$ cat src/rtl/usr_pkg.sv
// Shared definitions for the usr serial link (receiver today, transmitter later).
package usr_pkg;

   typedef enum logic [0:0] {
      USR_IDLE = 1'b0,
      USR_RECV = 1'b1
   } usr_state_e;

   localparam logic USR_MSB_FIRST = 1'b0;
   localparam logic USR_LSB_FIRST = 1'b1;

endpackage

$ cat src/rtl/usr_deser_shreg.sv
// Shift register, bit-order mux and bit counter for the usr receiver.
// o_word is the value the register takes on a shift, so the top can capture it on the completing edge.
module usr_deser_shreg
   import usr_pkg::*;
#(
   parameter int data_bitsize = 4
) (
   input  logic                    clk,
   input  logic                    reset_n,
   input  logic                    i_start,
   input  logic                    i_shift,
   input  logic                    i_sin,
   input  logic                    i_order,
   output logic [data_bitsize-1:0] o_word,
   output logic                    o_word_done
);

   localparam int CW = $clog2(data_bitsize + 1);

   logic [data_bitsize-1:0] r_shreg;
   logic [CW-1:0]           r_cnt;
   logic [data_bitsize-1:0] w_shifted;
   logic [data_bitsize-1:0] w_first;
   logic [CW-1:0]           w_cnt_inc;

   // A fresh word starts from a clean register so stale bits never leak into it.
   assign w_shifted = (i_order == USR_LSB_FIRST) ? {i_sin, r_shreg[data_bitsize-1:1]}
                                                 : {r_shreg[data_bitsize-2:0], i_sin};
   assign w_first   = (i_order == USR_LSB_FIRST) ? {i_sin, {(data_bitsize-1){1'b0}}}
                                                 : {{(data_bitsize-1){1'b0}}, i_sin};
   assign w_cnt_inc = r_cnt + CW'(1);

   assign o_word      = w_shifted;
   assign o_word_done = i_shift && (w_cnt_inc == CW'(data_bitsize));

   always_ff @(posedge clk or negedge reset_n) begin
      if (!reset_n) begin
         r_shreg <= '0;
         r_cnt   <= '0;
      end else if (i_start) begin
         r_shreg <= w_first;
         r_cnt   <= CW'(1);
      end else if (i_shift) begin
         r_shreg <= w_shifted;
         r_cnt   <= o_word_done ? '0 : w_cnt_inc;
      end
   end

endmodule

$ cat src/rtl/usr_deser.sv
// Serial-to-parallel receiver: frame FSM, one-deep output holding register with
// valid/ready handshake, and sticky overrun / framing error flags.
module usr_deser
   import usr_pkg::*;
#(
   parameter int data_bitsize = 4
) (
   input  logic                    clk,
   input  logic                    reset_n,
   input  logic                    sin,
   input  logic                    sin_valid,
   input  logic                    frame_start,
   input  logic                    lsb_first,
   input  logic                    dout_ready,
   input  logic                    clr_err,
   output logic [data_bitsize-1:0] dout,
   output logic                    dout_valid,
   output logic                    overrun,
   output logic                    frame_err
);

   usr_state_e              r_state, w_state_nxt;
   logic                    r_lsb;
   logic [data_bitsize-1:0] r_dout;
   logic                    r_dout_valid;
   logic                    r_overrun;
   logic                    r_frame_err;

   logic                    w_start;
   logic                    w_shift;
   logic                    w_order;
   logic [data_bitsize-1:0] w_word;
   logic                    w_done;
   logic                    w_accept;
   logic                    w_load;
   logic                    w_ovr_ev;
   logic                    w_ferr_ev;

   // frame_start restarts the word in either state, using the freshly presented bit order.
   assign w_start = sin_valid && frame_start;
   assign w_shift = sin_valid && !frame_start && (r_state == USR_RECV);
   assign w_order = w_start ? lsb_first : r_lsb;

   usr_deser_shreg #(
      .data_bitsize (data_bitsize)
   ) u_shreg (
      .clk         (clk),
      .reset_n     (reset_n),
      .i_start     (w_start),
      .i_shift     (w_shift),
      .i_sin       (sin),
      .i_order     (w_order),
      .o_word      (w_word),
      .o_word_done (w_done)
   );

   always_ff @(posedge clk or negedge reset_n) begin
      if (!reset_n) begin
         r_state <= USR_IDLE;
         r_lsb   <= USR_MSB_FIRST;
      end else begin
         r_state <= w_state_nxt;
         if (w_start) r_lsb <= lsb_first;
      end
   end

   always_comb begin
      w_state_nxt = r_state;
      w_ferr_ev   = 1'b0;
      case (r_state)
         USR_IDLE: begin
            if (w_start) w_state_nxt = USR_RECV;
         end
         USR_RECV: begin
            if (w_start) begin
               w_ferr_ev = 1'b1;
            end else if (w_done) begin
               w_state_nxt = USR_IDLE;
            end
         end
         default: w_state_nxt = USR_IDLE;
      endcase
   end

   // A word may load on the same edge the previous one drains.
   assign w_accept = r_dout_valid && dout_ready;
   assign w_load   = w_done && (!r_dout_valid || dout_ready);
   assign w_ovr_ev = w_done && r_dout_valid && !dout_ready;

   always_ff @(posedge clk or negedge reset_n) begin
      if (!reset_n) begin
         r_dout       <= '0;
         r_dout_valid <= 1'b0;
         r_overrun    <= 1'b0;
         r_frame_err  <= 1'b0;
      end else begin
         if (w_load) begin
            r_dout       <= w_word;
            r_dout_valid <= 1'b1;
         end else if (w_accept) begin
            r_dout_valid <= 1'b0;
         end
         r_overrun   <= w_ovr_ev  || (r_overrun   && !clr_err);
         r_frame_err <= w_ferr_ev || (r_frame_err && !clr_err);
      end
   end

   assign dout       = r_dout;
   assign dout_valid = r_dout_valid;
   assign overrun    = r_overrun;
   assign frame_err  = r_frame_err;

endmodule

$ cat config.mk
export PLATFORM = sky130hd
export DESIGN_NAME = usr_deser
export DESIGN_NICKNAME = d
export VERILOG_FILES = /design/src/rtl/usr_pkg.sv /design/src/rtl/usr_deser_shreg.sv /design/src/rtl/usr_deser.sv
export SDC_FILE = /design/constraint.sdc
export NUM_CORES = 1
export LEC_CHECK = 0
export CORE_ASPECT_RATIO = 1.1
export CORE_MARGIN = 1.5
export CORE_UTILIZATION = 40
export CTS_BUF_LIST = sky130_fd_sc_hd__clkbuf_16
export DETAILED_ROUTE_END_ITERATION = 10
export PLACE_DENSITY = 0.73
export SETUP_SLACK_MARGIN = 0.5
export SLEW_MARGIN = 25
export SYNTH_ARGS = -nofsm -noshare
export SYNTH_HDL_FRONTEND = slang
export SYNTH_HIERARCHICAL = 1
export SYNTH_SLANG_ARGS = --single-unit
$ cat constraint.sdc
create_clock -name clk -period 1.6 [get_ports clk]
set_input_delay 0.24 -clock clk [delete_from_list [all_inputs] [get_ports clk]]
set_output_delay 0.24 -clock clk [all_outputs]
set_load 0.1 [all_outputs]
==> results of run 1 <==
## kinds of logic (layout without fill, tap and decap cells)
kind of cell / after synthesis / in the layout / synth area share (%)
flip-flops: 16 / 16 / 49.5
AND/OR/NAND/NOR: 16 / 16 / 13.0
AO/OA/AOI/OAI: 13 / 13 / 12.1
multiplexers: 10 / 10 / 16.6
buffers and inverters: 9 / 39 / 5.73
adder cells (fa/ha/maj): 2 / 2 / 3.10
## cells in the mapped netlist
cell type,count
sky130_fd_sc_hd__o21ai_0,2
sky130_fd_sc_hd__buf_2,1
sky130_fd_sc_hd__buf_6,1
sky130_fd_sc_hd__nand2_1,4
sky130_fd_sc_hd__mux2_2,3
sky130_fd_sc_hd__o21a_1,2
sky130_fd_sc_hd__or3b_2,1
sky130_fd_sc_hd__a211o_1,1
sky130_fd_sc_hd__o22ai_1,1
sky130_fd_sc_hd__buf_4,1
sky130_fd_sc_hd__and2_1,1
sky130_fd_sc_hd__inv_1,6
sky130_fd_sc_hd__o21ba_2,2
sky130_fd_sc_hd__ha_1,2
sky130_fd_sc_hd__nand4b_1,1
sky130_fd_sc_hd__mux2_4,6
sky130_fd_sc_hd__o311ai_1,1
sky130_fd_sc_hd__a21o_1,1
sky130_fd_sc_hd__dfrtp_1,16
sky130_fd_sc_hd__nand2_4,1
sky130_fd_sc_hd__nor2_1,2
sky130_fd_sc_hd__nor3b_1,1
sky130_fd_sc_hd__o211ai_1,1
sky130_fd_sc_hd__a21oi_1,1
sky130_fd_sc_hd__or3b_1,1
sky130_fd_sc_hd__mux2i_1,1
sky130_fd_sc_hd__nand2b_1,2
sky130_fd_sc_hd__o221ai_1,1
sky130_fd_sc_hd__nand2b_4,1
sky130_fd_sc_hd__nand3_1,1
## flip-flops by register name, indices dropped and copies added (netlist names)
register and flops:
dout 4, dout_valid 1, r_lsb 1, overrun 1, u_shreg/r_shreg 4, u_shreg/r_cnt 3, r_state 1, frame_err 1
## worst reg2reg max path: stages, from the launching register on
cell and delay [ns]:
sky130_fd_sc_hd__dfrtp_1 0.39, sky130_fd_sc_hd__ha_2 0.21, sky130_fd_sc_hd__ha_4 0.17, sky130_fd_sc_hd__and2_4 0.15, sky130_fd_sc_hd__nand2_4 0.09, sky130_fd_sc_hd__mux2_4 0.30
## power groups by stage
stage          clock (W)  combinational [W]  sequential (W)
6_report        0.000476            0.00106        0.000620
5_1_grt         0.000513            0.00111        0.000633
4_1_cts         0.000487            0.00103        0.000619
3_5_place_dp           0           0.000991        0.000626
3_3_place_gp           0           0.000974        0.000621
2_1_floorplan          0           0.000281        0.000974
## area by class of cell
| type | instances | area, um^2 |
|---|---|---|
| Clock buffer | 3 | 75.1 |
| Multi-Input combinational cell | 41 | 410 |
| Clock inverter | 1 | 3.75 |
| Sequential cell | 16 | 407 |
| Timing Repair Buffer | 29 | 323 |
| Fill cell | 124 | 564 |
| Tap cell | 27 | 33.8 |
| Inverter | 6 | 25.0 |
## stage by stage
step           total power [W]  hold slack (ns)  cell area, um^2  std cells
5_1_grt                0.00225            0.350             1280        123
4_1_cts                0.00213            0.332             1250        119
2_1_floorplan          0.00126          -0.0556              850         66
3_5_place_dp           0.00162            0.517             1130        112
6_report               0.00216            0.329             1280        123
3_3_place_gp           0.00160            0.496             1130        112
## what timing repair did
item / 4_1_cts / 5_1_grt
setup endpoints to repair: 15 / 15
gates resized for setup: 11 / 6
buffers inserted: 3 / 4
endpoints found under the hold margin: 0 / 0
pin swaps: 5 / 3
## final timing paths
kind                                  start   endpoint  slack (ns)
hold / removal                      reset_n      r_lsb        0.33
min in group clk                  sin_valid  frame_err        0.41
hold reg to reg                     dout[3]    dout[3]        0.56
max in group asynchronous           reset_n    dout[0]        1.07
setup reg to reg           u_shreg/r_cnt[1]    dout[0]        0.18
setup / recovery           u_shreg/r_cnt[1]    dout[0]        0.18
## layer usage
| layer | global-route usage [%] | vias up | part of all wire, % |
|---|---|---|---|
| li1 | - | 292 | - |
| met1 | 20.4 | 295 | 41 |
| met2 | 27.5 | 20 | 52 |
| met3 | 3.24 | 6 | 3.9 |
| met4 | 10.0 | 0 | 3.3 |
| met5 | 0 | - | 0 |
==> summary.txt, run 1 <==
Top delay family on crit path = flip-flops
maximum buffer depth of the clock tree = 2
main area contributors after synthesis = sky130_fd_sc_hd__dfrtp_1, sky130_fd_sc_hd__mux2_4, sky130_fd_sc_hd__mux2_2
static leakage = 0.586 nW
worst skew pair latency = 0.24 ns
most common library cell in the layout ignoring fill and taps = sky130_fd_sc_hd__buf_4
post-synthesis sequential area ratio = 49.5%
Maximum Capacitance Violations = 0
DRC violations left = 0
PD cells = 1690 nW/um^2
fraction of layout cells with a size suffix above 1 = 57.3%
most area-hungry cell type in the Yosys netlist = sky130_fd_sc_hd__dfrtp_1
via-per-instance ratio = 4.98
via count = 613
core box area = 1840 um^2
hold bufs inserted after CTS = 0
Worst Path Arrival = 1.55 ns
power dissipated by switching net loads = 0.000833 W
final setup skew = 0.00217 ns
residual antenna-violating net count after detailed routing = 0
final max-slew violation count = 0
Hold Fails Final Rpt = 0
total routing resource utilization after global routing = 17.1%
standard cell with the maximum stage delay on the critical path = sky130_fd_sc_hd__dfrtp_1
number of nets in the synthesized netlist = 76
global-route congestion overflow total = 0
die span in y = 50.1 um
length in cells of the worst reg-to-reg path = 5
Setup WS pre-CTS = -0.294 ns
number of buffers created by CTS = 3
Syn Inst Count = 66
synthesized cell area = 808 um^2
sum of routed wire length over all layers = 1.78 mm
Worst setup SP type = register
I/O pin count = 15
maximum frequency from static timing analysis = 703 MHz
category of the most critical setup path = reg2reg
required time at the worst-slack endpoint = 1.72 ns
wire length of the first global-routing pass = 2.77 mm
run status = finished, final reports clean
total negative setup slack = 0 ns
synthesized flop and latch total = 16
clock slew seen by the registers of the worst setup and hold paths = 0.05 ns
H-tree depth = 1
pin count of the biggest net entering global routing = 17
die area = 2300 um^2
Max transition margin = 85.2%
number of search-and-repair iterations in the first detailed-routing pass = 4
count of nets after finishing = 107
leading cell types in the layout, fill and taps excluded = sky130_fd_sc_hd__buf_4, sky130_fd_sc_hd__dfrtp_1, sky130_fd_sc_hd__mux2_4, sky130_fd_sc_hd__buf_12
initial core utilization = 43.9%
Comb pwr share = 49.3%
Cell Chain, Critical Path = ha_2, ha_4, and2_4, nand2_4, mux2_4
wire per inst = 14.5 um
antenna violations before repair = 0
ANT cells = 0
Critical Path Max Stage Delay = 0.39 ns
average cell area after synthesis = 12.2 um^2
sequential share of power = 28.7%
Layout area overhead = 58.1%
RSZ-0062 raised after global routing = true
Net Sw Frac = 38.5%
Worst path depth = 5
die outline width = 45.9 um
number of global-route vias before repair = 649
dpl hpwl = 1.20 mm
CTS tree = done
kind of capture point of the worst setup path = register
clock sink count = 16
row count = 16
final setup violation count = 0
area share of the largest cell type after synthesis = 49.5%
peak supply drop = 1010 uV
fraction of the cycle the final worst path needs = 88.9%
Worst Hold Class = in2async
Internal = 0.00133 W
gp weighted congestion = 0.812
number of library cell types mapped by synthesis = 30
final core area utilization = 69.4%
1st-iter DRT viols = 6
root buf cell = sky130_fd_sc_hd__clkbuf_16
number of warning messages in the yosys log = 6
relative contribution of the clock network to total power = 22.0%
# port buffers = 14
crit path buf inv count = 0
Period minus WS final = 1.42 ns
slack of the critical path = 0.177 ns
maximum fanout along the worst path = 4
slew at the pin closest to its max-slew limit = 0.218 ns
(Power assumes the default switching activity.)
==> run 2, diff against run 1 <==
CTS_BUF_LIST = sky130_fd_sc_hd__clkbuf_8   (was sky130_fd_sc_hd__clkbuf_16)
clock period = 1.8 ns   (was 1.6 ns; I/O delays follow)
==> summary.txt, run 2 (same netlist as run 1, synthesis figures left out) <==
run status = finished, final reports clean
sequential share of power = 31.5% (+2.8 points)
Worst Path Arrival = 1.54 ns (about the same)
peak supply drop = 575 uV (-43%)
Cell Area, Placed = 1040 um^2 (-7.4%)
H-tree depth = 1 (unchanged)
wire length of the first global-routing pass = 2.78 mm (+0.51%)
dpl hpwl = 1.21 mm (+0.68%)
initial core utilization = 43.9% (unchanged)
fraction of layout cells with a size suffix above 1 = 49.5% (-7.8 points)
antenna violations before repair = 0 (unchanged)
power dissipated by switching net loads = 0.000711 W (-15%)
Internal = 0.000946 W (-29%)
worst hold margin = 0.328 ns (-0.000819 ns)
leading cell types in the layout, fill and taps excluded = sky130_fd_sc_hd__buf_4, sky130_fd_sc_hd__dfrtp_1, sky130_fd_sc_hd__mux2_4
final setup violation count = 0 (unchanged)
sum of routed wire length over all layers = 1.73 mm (-2.9%)
# port buffers = 14 (unchanged)
R2R Setup Slk = 0.40 ns (+0.22 ns)
number of global-route vias before repair = 632 (-2.6%)
die area = 2300 um^2 (unchanged)
static leakage = 0.539 nW (-8.0%)
root buf cell = sky130_fd_sc_hd__clkbuf_8
standard cell with the maximum stage delay on the critical path = sky130_fd_sc_hd__dfrtp_1
Max transition margin = 81.2% (-4.1 points)
slew at the pin closest to its max-slew limit = 0.285 ns (+0.0670 ns)
total routing resource utilization after global routing = 16.7% (-0.38 points)
length in cells of the worst reg-to-reg path = 5 (unchanged)
category of the most critical setup path = reg2reg
Hold Fails Final Rpt = 0 (unchanged)
gp weighted congestion = 0.780 (-3.9%)
most common library cell in the layout ignoring fill and taps = sky130_fd_sc_hd__buf_4
worst skew pair latency = 0.25 ns (about the same)
Cell Chain, Critical Path = ha_2, ha_4, and2_4, nand2_4, mux2_4
DRC violations left = 0 (unchanged)
finished layout cell area = 1140 um^2 (-10%)
Worst setup SP type = register
Net Sw Frac = 42.9% (+4.4 points)
kind of capture point of the worst setup path = register
RSZ-0062 raised after global routing = true
Sequential Area = 402 um^2 (-1.2%)
via-per-instance ratio = 4.85 (-2.7%)
fillcell total = 154 (+24%)
die outline width = 45.9 um (unchanged)
global-route congestion overflow total = 0 (unchanged)
core box area = 1840 um^2 (unchanged)
clock slew seen by the registers of the worst setup and hold paths = 0.07 ns (+0.02 ns)
destination of the worst register-to-register timing path = dout[3]
number of search-and-repair iterations in the first detailed-routing pass = 4 (unchanged)
maximum frequency from static timing analysis = 714 MHz (+1.6%)
final max-slew violation count = 0 (unchanged)
final setup skew = 0.00613 ns (+0.00395 ns)
relative contribution of the clock network to total power = 19.5% (-2.5 points)
post-route insts no fill = 120 (-2.4%)
Worst Hold Class = in2async
maximum buffer depth of the clock tree = 2 (unchanged)
hold bufs inserted after CTS = 0 (unchanged)
wire per inst = 14.4 um (-0.43%)
power after layout = 0.00166 W (-23%)
via count = 582 (-5.1%)
pin count of the biggest net entering global routing = 17 (unchanged)
maximum fanout along the worst path = 4 (unchanged)
Comb pwr share = 48.9% (-0.4 points)
Layout area overhead = 41.6%
Period minus WS final = 1.40 ns (-0.0222 ns)
PD cells = 1450 nW/um^2 (-14%)
1st-iter DRT viols = 8 (+2)
count of nets after finishing = 104 (-2.8%)
number of buffers created by CTS = 3 (unchanged)
post-placement cell count = 112 (unchanged)
worst reg2reg startpoint = u_shreg/r_cnt[1]
row count = 16 (unchanged)
ANT cells = 0 (unchanged)
required time at the worst-slack endpoint = 1.94 ns (+0.22 ns)
residual antenna-violating net count after detailed routing = 0 (unchanged)
area taken by multi-input logic gates = 412 um^2 (+0.30%)
fraction of the cycle the final worst path needs = 77.8% (-11 points)
final core area utilization = 62.2% (-7.2 points)
die span in y = 50.1 um (unchanged)
CTS tree = done
I/O pin count = 15 (unchanged)
Critical Path Max Stage Delay = 0.39 ns (about the same)
Maximum Capacitance Violations = 0 (unchanged)
clock sink count = 16 (unchanged)
run 2: changes by cell type in the layout (fill, tap and decap cells not counted), moves of 2 or more:
cell | previous run | this run
sky130_fd_sc_hd__clkbuf_8 | 0 | 4
sky130_fd_sc_hd__buf_6 | 3 | 0
sky130_fd_sc_hd__dfrtp_1 | 11 | 15
sky130_fd_sc_hd__clkbuf_2 | 2 | 0
sky130_fd_sc_hd__clkbuf_16 | 3 | 0
sky130_fd_sc_hd__dfrtp_2 | 5 | 1
sky130_fd_sc_hd__buf_4 | 12 | 18
sky130_fd_sc_hd__buf_12 | 7 | 1
run 2: routing by layer:
layer	track usage (%)	wire (um)	part of all wire, %	up-vias
met3	3.24	60	3.5	4
met5	0	0	0	-
met4	7.14	40	2.3	0
met2	28.7	860	50	14
li1	-	-	-	281
met1	19.4	771	45	283
run 2: worst max-delay path, delay by kind of cell, from the launching register on:
kind	cells	cell delay [ns]
adders and majority gates	2	0.36
DFF	1	0.39
muxes	1	0.30
and+or+nand+nor	2	0.23
run 2: cell type report:
| type | count | share of cell area (%) |
|---|---|---|
| clock buffer | 4 | 4.81 |
| timing repair buffer | 26 | 19.2 |
| multi-input combinational | 41 | 36.0 |
| tap | 27 | 2.95 |
| sequential | 16 | 35.1 |
| inverter | 6 | 1.97 |
run 2: per-stage QoR:
stage,setup slack (ns),setup TNS [ns]
floorplan,0.380,0
global placement,-0.188,-0.960
detailed placement,-0.201,-1.08
CTS,0.406,0
global route,0.359,0
finish,0.399,0
run 2: power by group through the flow:
stage	clock network, W	logic, W	registers (W)
CTS	0.000329	0.000789	0.000522
finish	0.000324	0.000810	0.000523
floorplan	0	0.000238	0.000860
detailed placement	0	0.000758	0.000529
global placement	0	0.000744	0.000520
global route	0.000346	0.000853	0.000534
run 2: worst max path at each step:
stage,from,end,slack [ns],depth (start not counted)
finish,u_shreg/r_cnt[1],dout[3],0.40,5
global route,u_shreg/r_cnt[1],dout[0],0.36,5
CTS,u_shreg/r_cnt[1],dout[3],0.41,5
detailed placement,sin_valid,dout[2],-0.20,5
global placement,sin_valid,dout[2],-0.19,5
floorplan,sin_valid,dout[1],0.38,5
run 2: timing repair:
item,4_1_cts,5_1_grt
cloned,0,0
buffers inserted,2,2
gates resized for setup,10,3
endpoints found under the setup margin,14,8
pin swaps,2,1
